**config.mk**
```make
export PLATFORM = sky130hd
export DESIGN_NAME = algo_chk_dly_pipe
export DESIGN_NICKNAME = d
export VERILOG_FILES = /design/src/rtl/algo_chk_dly_pipe.sv
export SDC_FILE = /design/constraint.sdc
export NUM_CORES = 1
export LEC_CHECK = 0
export ABC_AREA = 1
export CORE_MARGIN = 10
export CORE_UTILIZATION = 40
export DETAILED_ROUTE_END_ITERATION = 16
export GPL_TIMING_DRIVEN = 0
export PLACE_DENSITY = 0.82
export SLEW_MARGIN = 20
export SYNTH_ARGS = -nofsm -noshare
export SYNTH_HDL_FRONTEND = slang
export SYNTH_SLANG_ARGS = --single-unit
```
**constraint.sdc**
```tcl
create_clock -name clk -period 1.1 [get_ports clk]
set_input_delay 0.275 -clock clk [delete_from_list [all_inputs] [get_ports clk]]
set_output_delay 0.275 -clock clk [all_outputs]
set_load 0.1 [all_outputs]
```
**src/rtl/algo_chk_dly_pipe.sv**
```systemverilog
// Per-port DELAY-stage shift register carrying a predicted read response to its compare cycle.
module algo_chk_dly_pipe #(
  parameter int unsigned BITADDR = 13,
  parameter int unsigned WIDTH   = 32,
  parameter int unsigned DELAY   = 2
) (
  input  logic               clk,
  input  logic               rst,
  input  logic               in_issue,
  input  logic [BITADDR-1:0] in_adr,
  input  logic [WIDTH-1:0]   in_data,
  input  logic               in_valid,
  output logic               out_issue,
  output logic [BITADDR-1:0] out_adr,
  output logic [WIDTH-1:0]   out_data,
  output logic               out_valid
);

  localparam int unsigned EW = BITADDR + WIDTH + 2;

  logic [EW-1:0] stage_q [DELAY];

  always_ff @(posedge clk) begin
    if (!rst) begin
      for (int unsigned i = 0; i < DELAY; i++) stage_q[i] <= '0;
    end else begin
      stage_q[0] <= {in_issue, in_adr, in_data, in_valid};
      for (int unsigned i = 1; i < DELAY; i++) stage_q[i] <= stage_q[i-1];
    end
  end

  assign {out_issue, out_adr, out_data, out_valid} = stage_q[DELAY-1];

endmodule

```
Yosys cells after proc, flatten, opt, wreduce, memory -nomap -nowiden
Memories as Yosys holds them, arrays and structs flattened. Cells that the tools add are included. W data, S select, Z words.

Mux-type cells: 4. Bitwise logic cells: 2.

Operators with widths (number): $mux W47 (2); $mux W1 (2); $or A1 B1 Y1 (2).

Output and inout port bits: 47. Register bits: 0. Bits in writable memories: 94. Memories: 1.

Memory list: stage_q (words 2, width 47, read ports 2, clocked after memory_dff 0, wr ports 2, line 21) `logic [EW-1:0] stage_q [DELAY];`.

Depth between registers and ports, before layout
Depth in word-level cells: 2. Gate-level depth with buffers: 4. Depth with buffers taken out: 2.

Least setup slack after synthesis
Ideal clock, no wire load.

Path type: reg-to-output. From: mem stage_q[0][93] (netlist name). To: out out_issue. Required time: 825 ps. Slack: -84 ps. Path buffers: 0. Data arrival time: 909 ps. Cell stages (with the launch flop): 1. Cell sequence: dfxtp_1.

RTL lines: from (decl) (line 21); to (decl) (line 13) `output logic out_issue,`.

==> run_summary.xml <==
<?xml version="1.0" encoding="UTF-8"?>
<metrics>
  <group name="outcome">
    <metric name="status" unit="">finished with violations</metric>
    <metric name="violations_in_the_final_reports" unit="">setup timing</metric>
  </group>
  <group name="timing">
    <metric name="fin_crit" unit="ps">1150</metric>
    <metric name="setup_ws" unit="ps">-53.7</metric>
    <metric name="slew-limit-headroom" unit="%">85.5</metric>
    <metric name="worst-slew-pin-transition" unit="ps">217</metric>
    <metric name="fmax" unit="MHz">867</metric>
    <metric name="grt_setup_unrepaired" unit="">yes</metric>
    <metric name="finalMaxSlewViolations" unit="">0</metric>
    <metric name="maximum_clock_skew_at_final_layout" unit="ps">7.21</metric>
    <metric name="finalHoldViolations" unit="">0</metric>
    <metric name="fin_crit_sh" unit="%">105</metric>
    <metric name="setup_viol" unit="">47</metric>
    <metric name="hold_slack" unit="ps">218</metric>
  </group>
  <group name="grt">
    <metric name="global_route_wire_length_before_repair" unit="mm">9.58</metric>
    <metric name="grtUsageMet3" unit="%">3.32</metric>
    <metric name="grt.busiest_layer" unit="">met2</metric>
    <metric name="grt_pass1_vias" unit="">1967</metric>
    <metric name="globalRouteOverflowTotal" unit="">0</metric>
    <metric name="gr-usage-met1" unit="%">9.80</metric>
    <metric name="grt_max_degree" unit="">16</metric>
    <metric name="groute.layer.met2.usage" unit="%">21.2</metric>
    <metric name="grt_antenna_before_repair" unit="">0</metric>
    <metric name="global_router_s_overall_resource_usage" unit="%">11.0</metric>
  </group>
  <group name="power_and_ir_drop">
    <metric name="power.share.combinational" unit="%">17.0</metric>
    <metric name="cell_internal_pwr" unit="mW">4.86</metric>
    <metric name="seq_power_share" unit="%">54.2</metric>
    <metric name="p_sw_share" unit="%">28.0</metric>
    <metric name="totalPowerFinal" unit="mW">6.75</metric>
    <metric name="net-switching-power" unit="mW">1.89</metric>
    <metric name="vdd_drop_max" unit="µV">754</metric>
    <metric name="p_leak" unit="nW">2.45</metric>
    <metric name="power-per-cell-area" unit="nW/µm²">1530</metric>
    <metric name="clock_network_fraction_of_total_power" unit="%">28.8</metric>
  </group>
  <group name="drt">
    <metric name="antenna_violation_net_count_after_detailed_routing" unit="">0</metric>
    <metric name="drc" unit="">0</metric>
    <metric name="avgRoutedWirePerCell" unit="µm">12.0</metric>
    <metric name="drt-pass1-iter-count" unit="">4</metric>
    <metric name="via_count" unit="">1879</metric>
    <metric name="drt_iter0_drc" unit="">30</metric>
    <metric name="drt_wl_total" unit="mm">5.98</metric>
    <metric name="via_per_inst" unit="">3.76</metric>
  </group>
  <group name="yosys">
    <metric name="netlist.top_cell.by_area" unit="">sky130_fd_sc_hd__dfxtp_1</metric>
    <metric name="post_synth_instance_area" unit="µm²">2990</metric>
    <metric name="synth.yosys.seq_area_share" unit="%">62.9</metric>
    <metric name="synth_top_area_share" unit="%">62.9</metric>
    <metric name="netlist-cell-type-count" unit="">5</metric>
    <metric name="synth_top_cells_by_area" unit="">sky130_fd_sc_hd__dfxtp_1 (63%), sky130_fd_sc_hd__buf_4 (13%), sky130_fd_sc_hd__inv_1 (12%)</metric>
    <metric name="syn-mean-instance-area" unit="µm²">8.87</metric>
    <metric name="synth_fp_nets" unit="">386</metric>
    <metric name="synth_warnings" unit="">0</metric>
    <metric name="postSynthCellCount" unit="">337</metric>
    <metric name="synthesis_stage_register_bit_count" unit="">94</metric>
  </group>
  <group name="die">
    <metric name="num_rows" unit="">31</metric>
    <metric name="design.portCount" unit="">96</metric>
    <metric name="initial_core_utilization" unit="%">41.2</metric>
    <metric name="die_y" unit="µm">106</metric>
    <metric name="core_region_area" unit="µm²">7250</metric>
    <metric name="die_x" unit="µm">106</metric>
    <metric name="die_area" unit="µm²">11300</metric>
  </group>
  <group name="min_path">
    <metric name="min_delay_path_depth" unit="">3</metric>
    <metric name="min-delay-path-class" unit="">input port to flop</metric>
    <metric name="timing.hold.worst.start" unit="">rst</metric>
  </group>
  <group name="placement">
    <metric name="placedCellCount" unit="">530</metric>
    <metric name="routability_cong" unit="">0.712</metric>
    <metric name="place_ws" unit="ps">-727</metric>
    <metric name="post-dp-hpwl" unit="mm">4.58</metric>
    <metric name="portBuffers" unit="">94</metric>
  </group>
  <group name="critical_path">
    <metric name="timing.critical_path.arrival" unit="ps">880</metric>
    <metric name="crit_buf_inv" unit="">1</metric>
    <metric name="critical_path_cell_count" unit="">1</metric>
    <metric name="crit_fanout" unit="">1</metric>
    <metric name="timing.critical_path.required" unit="ps">820</metric>
    <metric name="path_class" unit="">flop to output port</metric>
    <metric name="ff2ff_path_depth" unit="">2</metric>
    <metric name="timing.critical_path.cells" unit="">buf_12</metric>
    <metric name="family_of_cells_with_the_greatest_summed_delay_on_the_critical_path" unit="">flip-flops</metric>
    <metric name="critical_path_endpoint_category" unit="">output port</metric>
    <metric name="slowest_stage" unit="">sky130_fd_sc_hd__dfxtp_2</metric>
    <metric name="critPathLaunchType" unit="">flop</metric>
    <metric name="critical-path-max-stage-delay" unit="ps">360</metric>
    <metric name="rr_startpoint" unit="">stage_q[0][37]$_SDFF_PN0_</metric>
    <metric name="cp_launch_point" unit="">stage_q[0][89]$_SDFF_PN0_</metric>
  </group>
  <group name="finish">
    <metric name="area.sequential" unit="µm²">1940</metric>
    <metric name="layout-drive-gt1-share" unit="%">29.4</metric>
    <metric name="reg_top3" unit="">stage_q: 94 flops</metric>
    <metric name="regMostFlops" unit="">stage_q</metric>
    <metric name="antenna_cells" unit="">0</metric>
    <metric name="post_layout_nonfiller_instances" unit="">500</metric>
    <metric name="mostFrequentLayoutCells" unit="">sky130_fd_sc_hd__nand2_1 (94), sky130_fd_sc_hd__inv_1 (94)</metric>
    <metric name="n_fill_cell" unit="">618</metric>
    <metric name="multiInputGateArea" unit="µm²">353</metric>
    <metric name="layout.nets" unit="">446</metric>
    <metric name="largest_register_ff_count" unit="">94</metric>
    <metric name="area_growth_syn_to_layout" unit="%">47.5</metric>
  </group>
  <group name="cts">
    <metric name="cts_root_buffer" unit="">sky130_fd_sc_hd__clkbuf_8</metric>
    <metric name="max-clock-path-buffers" unit="">2</metric>
    <metric name="cts.sink_count" unit="">94</metric>
    <metric name="number_of_buffers_created_by_cts" unit="">9</metric>
    <metric name="htree_num_levels" unit="">3</metric>
    <metric name="worst_setup_hold_path_clk_slew" unit="ps">90</metric>
    <metric name="cts_tree" unit="">built</metric>
    <metric name="worstSkewPairLatency" unit="ps">340</metric>
    <metric name="cts.repair_timing.setup_buffer_count" unit="">0</metric>
  </group>
  <group name="flow_run">
    <metric name="max_cap_viol_count" unit="">0</metric>
  </group>
</metrics>
## power by group through the flow
| stage | clock network, mW | registers (mW) | logic, mW |
|---|---|---|---|
| 3_5_place_dp | 0 | 3.68 | 1.09 |
| 2_1_floorplan | 0 | 3.69 | 0.734 |
| 3_3_place_gp | 0 | 3.68 | 1.08 |
| 5_1_grt | 2.17 | 3.67 | 1.21 |
| 6_report | 1.95 | 3.66 | 1.15 |
| 4_1_cts | 2.00 | 3.66 | 1.16 |
## timing repair
item / CTS / global route
hold buffers: 0 / 0
resized for setup: 468 / 0
cloned: 0 / 0
endpoints found under the setup margin: 47 / 47
## worst paths after layout
path	to	slack, ps
setup / recovery	out_adr[9]	-50
hold / removal	stage_q[0][19]$_SDFF_PN0_	220
setup reg to reg	stage_q[0][84]$_SDFF_PN0_	590
hold reg to reg	stage_q[0][48]$_SDFF_PN0_	410
## synthesized netlist by cell type, drive strengths merged
master and number:
buf 55, inv 94, nand2 94, dfxtp 94
## metrics by stage
stage	instance area (µm²)	TNS, ps	utilization, %
floorplan	2990	0	-
global placement	4060	-31920	55.9
detailed placement	4060	-32330	55.9
CTS	4410	-2850	60.8
global route	4410	-3650	60.8
finish	4410	-1800	60.8
## cell type report
class	instances	share of cell area, %
plain buffers	10	1.48
multi-input cells	94	8.00
clock buffers	10	2.89
clock inverters	5	0.823
repair buffers	94	32.0
inverters	94	8.00
flip-flops and latches	94	44.0
well taps	99	2.81
## metal layers
layer / part of all wire (%) / vias to the layer above
met4: 2.9 / 0
li1: - / 984
met5: 0 / -
met1: 36 / 820
met2: 56 / 64
met3: 5.4 / 11
## kinds of logic after synthesis
| group | share of synthesized area [%] |
|---|---|
| buffers and inverters | 25.3 |
| DFF | 62.9 |
| and+or+nand+nor | 11.8 |
Note: power is estimated with default switching activity, not from simulation.
==> variant 1 (same flow settings) <==
Register the input `in_data` before use, without a reset. The logic sees it one clock later. The other inputs are not delayed to match.
--- a/src/rtl/algo_chk_dly_pipe.sv
+++ b/src/rtl/algo_chk_dly_pipe.sv
@@ -20,2 +20,8 @@
 
+  logic [WIDTH-1:0] in_data_q;
+
+  always_ff @(posedge clk) begin
+    in_data_q <= in_data;
+  end
+
   logic [EW-1:0] stage_q [DELAY];
@@ -26,3 +32,3 @@
     end else begin
-      stage_q[0] <= {in_issue, in_adr, in_data, in_valid};
+      stage_q[0] <= {in_issue, in_adr, in_data_q, in_valid};
       for (int unsigned i = 1; i < DELAY; i++) stage_q[i] <= stage_q[i-1];
Behaviour: not the same (a bounded check fails within 4 cycles, from zero or initial values).
==> variant 1 against the original RTL <==
The run still ends with setup timing left; global-route usage is 0.38 points lower; sequential power is 34% higher; routed wire length is 12% higher; core utilization is 1.2 points higher; critical path depth stayed put; total power is 62% higher; sequential cell count is 32 higher; area after synthesis is 21% higher; cell area is 23% higher; worst setup slack worse by 150 ps.
==> variant 1: results (changes against the original RTL) <==
### Status
* **run status** complete, but fails checks
* **violations in the final reports** setup timing

### Final layout
* **layout-stage area growth over the synthesis result** 49.7%
* **number of buffers outside the clock class in the layout** 104, unchanged
* **fraction of standard cell area that is sequential** 0.475, +0.0350
* **proportion of cell area spent on the clock network** 0.0985, +0.0614
* **filler cell count in the final layout** 665, +7.6%
* **share of cells above drive strength 1** 0.291, -0.00315
* **fraction of cell area in non-clock buffers** 0.272, -0.0630
* **largest registers in the final layout** stage_q: 94 flops, in_data_q: 32 flops
* **nets** 486, +9.0%
* **Clock Buffer Count** 23, +13
* **non-filler cells, final** 558, +12%

### Global route
* **met2 track utilization from global routing** 0.200, -0.0119
* **grt met1 use** 0.0892, -0.00882
* **first-pass GRT wire length** 10.7 mm, +12%
* **via count of the first global-routing pass** 2237, +14%
* **GR Layer Usage met3** 0.0557, +0.0225
* **combined global-route utilization of all metal layers** 0.106, -0.00383
* **largest net degree at the start of global routing** 17, +1

### STA
* **summed negative setup slack over all endpoints** -8330 ps, -6530 ps
* **worst-case hold slack** 70.4 ps, -148 ps
* **Slew headroom** 0.820, -0.0354
* **final setup violation count** 47, unchanged
* **Setup Skew** 4.98 ps, -2.23 ps
* **worst setup margin** -203 ps, -149 ps

### Power and ir drop
* **share of total power in sequential cells** 0.448, -0.094
* **Pint** 8.33 mW, +71%
* **VDD IR max** 1.20 mV, +59%
* **switching part of the total power** 0.240, -0.0404
* **Leak Pwr** 2.90 nW, +18%

### Die
* **Total Die Area** 0.0133 mm2, +17%

### CTS
* **clock-pin slew reported for the worst setup and hold paths after clock tree synthesis** 60 ps, -30 ps
* **Skew-Pair Late Insertion Delay** 490 ps, +150 ps
* **htree depth** 4, +1

### Yosys
* **most numerous cell types in the synthesized netlist** 126 x sky130_fd_sc_hd__dfxtp_1, 94 x sky130_fd_sc_hd__inv_1, 94 x sky130_fd_sc_hd__nand2_1
* **count of state elements after synthesis** 126, +34%
* **Area contributors post-synth** sky130_fd_sc_hd__dfxtp_1 69%, sky130_fd_sc_hd__buf_4 11%, sky130_fd_sc_hd__inv_1 9.7%
* **sequential-to-total area share from yosys stat** 0.695, +0.0654
* **Gate Count Post-Synth** 369, +9.5%

### Route
* **met2 WL** 3.68 mm, +10%
* **number of detailed-routing iterations run before antenna repair** 4, unchanged
* **detailed-routing wirelength on met1** 2.35 mm, +10%
* **metal3 WL** 517 um, +61%
* **WL final** 6.67 mm, +12%
* **routed via count** 2107, +12%

### Placed design
* **Placed Instances** 571, +7.7%
* **pre-CTS setup slack** -733 ps, -5.52 ps
* **placed cell area** 0.00471 mm2, +16%
* **hpwl dp** 4.87 mm, +6.3%
* **Routability Congestion** 0.700, -1.8%

### Setup path
* **endpoint of the most critical register-to-register path** stage_q[0][70]
* **source of the worst register-to-register timing path** stage_q[0][23]
* **CP Data Arrival Time** 1030 ps, +150 ps

### Min path
* **worst min-delay path endpoint** stage_q[0][15]

variant 1: repair_timing:
| item | 4_1_cts | 5_1_grt |
|---|---|---|
| gates cloned | 0 | 0 |
| hold buffers | 0 | 0 |
| setup endpoints to repair | 47 | 47 |
| gates resized for setup | 468 | 0 |
variant 1: worst max path at each step:
stage | from | to | slack [ps] | cells after the start
floorplan | stage_q[0][93] | out_issue | 200 | 0
global placement | stage_q[0][48] | out_data[0] | -710 | 2
detailed placement | stage_q[0][70] | out_data[22] | -730 | 2
CTS | stage_q[0][74] | out_data[26] | -220 | 1
global route | stage_q[0][74] | out_data[26] | -240 | 1
finish | stage_q[0][56] | out_data[8] | -200 | 1
variant 1: kinds of logic (layout without fill, tap and decap cells):
kind of cell / after synthesis / in the layout / synth area share
DFF: 126 / 126 / 0.695
buffers and inverters: 149 / 230 / 0.208
and+or+nand+nor: 94 / 94 / 0.0972
==> variant 2 (same settings) <==
Without the edit above. Change the parameter `BITADDR` from 13 to 14.
--- a/src/rtl/algo_chk_dly_pipe.sv
+++ b/src/rtl/algo_chk_dly_pipe.sv
@@ -2,3 +2,3 @@
 module algo_chk_dly_pipe #(
-  parameter int unsigned BITADDR = 13,
+  parameter int unsigned BITADDR = 14,
   parameter int unsigned WIDTH   = 32,
Interface: changed (resized in_adr and out_adr); port bits go from 96 to 98. The function was not compared with the original's and may differ.
==> variant 2 against the original RTL <==
The flow still finishes with violations (setup timing); critical path depth is the same; worst setup slack lost 17 ps; area after synthesis grew 3.8%; count of clock-buffer cells in the layout shrank 1; total power grew 6.0%; register-to-register slack lost 20 ps; routed wire length grew 2.7%; sequential cell count grew 2; sequential power grew 2%; cell area grew 4.0%.
==> variant 2: results (changes against the original RTL) <==
### Final layout
* **non-filler cells, final** 513, +2.6%
* **largest registers in the final layout** stage_q: 96 flops

### Route
* **mean routed wirelength per cell** 12.0 um, about the same
* **detailed-routing wirelength on met1** 2.14 mm, +0.19%
* **met2 WL** 3.48 mm, +4.2%
* **DR vias/cell** 3.68, -2.1%
* **first-iteration detailed-routing DRC count** 20, -33%

### Placed design
* **count of port buffers added during placement** 96, +2.1%
* **Routability Congestion** 0.697, -2.2%
* **placed cell area** 0.00420 mm2, +3.4%

### Power and ir drop
* **combinational cell power** 1.20 mW, +4%
* **overall power of the completed layout** 7.16 mW, +6.0%

### STA
* **Setup Skew** 8.19 ps, +0.984 ps
* **final setup violation count** 48, +2.1%
* **worst setup margin** -70.3 ps, -16.5 ps
* **summed negative setup slack over all endpoints** -1990 ps, -186 ps

### Yosys
* **Area contributors post-synth** sky130_fd_sc_hd__dfxtp_1 62%, sky130_fd_sc_hd__buf_4 11%, sky130_fd_sc_hd__inv_1 10%
* **Netlist cell types** 9, +4
* **most numerous cell types in the synthesized netlist** 96 x sky130_fd_sc_hd__dfxtp_1, 86 x sky130_fd_sc_hd__inv_1, 86 x sky130_fd_sc_hd__nand2_1
* **Gate Count Post-Synth** 345, +2.4%

### Global route
* **GR Layer Usage met3** 0.0482, +0.0150
* **largest net degree at the start of global routing** 17, +1
* **first-pass GRT wire length** 9.93 mm, +3.6%
* **grt met1 use** 0.104, +0.00589

### Status
* **run status** complete, but fails checks
* **violations in the final reports** setup timing

### Setup path
* **CP Data Arrival Time** 900 ps, +20 ps

==> variant 2: cell count changes after synthesis, moves of 2 or more <==
cell	before	now
sky130_fd_sc_hd__buf_6	0	4
sky130_fd_sc_hd__inv_1	94	86
sky130_fd_sc_hd__dfxtp_1	94	96
sky130_fd_sc_hd__nand2_2	0	10
sky130_fd_sc_hd__inv_2	0	10
sky130_fd_sc_hd__nand2_1	94	86
sky130_fd_sc_hd__buf_4	51	47
==> variant 2: final timing paths <==
kind,cells past startpoint,endpoint,startpoint,slack [ps]
worst min-delay path,4,stage_q[0][93],rst,350
worst min register to register,2,stage_q[0][94],stage_q[0][46],400
worst max register to register,2,stage_q[0][50],stage_q[0][2],570
worst max-delay path,1,out_data[11],stage_q[0][60],-70
==> variant 2: cell families after synthesis <==
| group | count (synthesis) | synth area share |
|---|---|---|
| buffers and inverters | 153 | 0.257 |
| and+or+nand+nor | 96 | 0.124 |
| DFF | 96 | 0.619 |
==> variant 2: final cells by class <==
| type | count | area (um2) | area share |
|---|---|---|---|
| Buffer | 11 | 92.6 | 0.0202 |
| Clock buffer | 9 | 124 | 0.0270 |
| Clock inverter | 7 | 72.6 | 0.0158 |
| Inverter | 96 | 360 | 0.0786 |
| Multi-Input combinational cell | 96 | 385 | 0.0840 |
| Sequential cell | 96 | 1980 | 0.432 |
| Tap cell | 102 | 128 | 0.0278 |
| Timing Repair Buffer | 96 | 1440 | 0.314 |
==> variant 2: repair_timing <==
| item | 4_1_cts | 5_1_grt |
|---|---|---|
| buffers inserted | 0 | 0 |
| hold endpoints to repair | 0 | 0 |
| gates resized for setup | 478 | 0 |
| setup endpoints to repair | 48 | 48 |
| hold buffers | 0 | 0 |
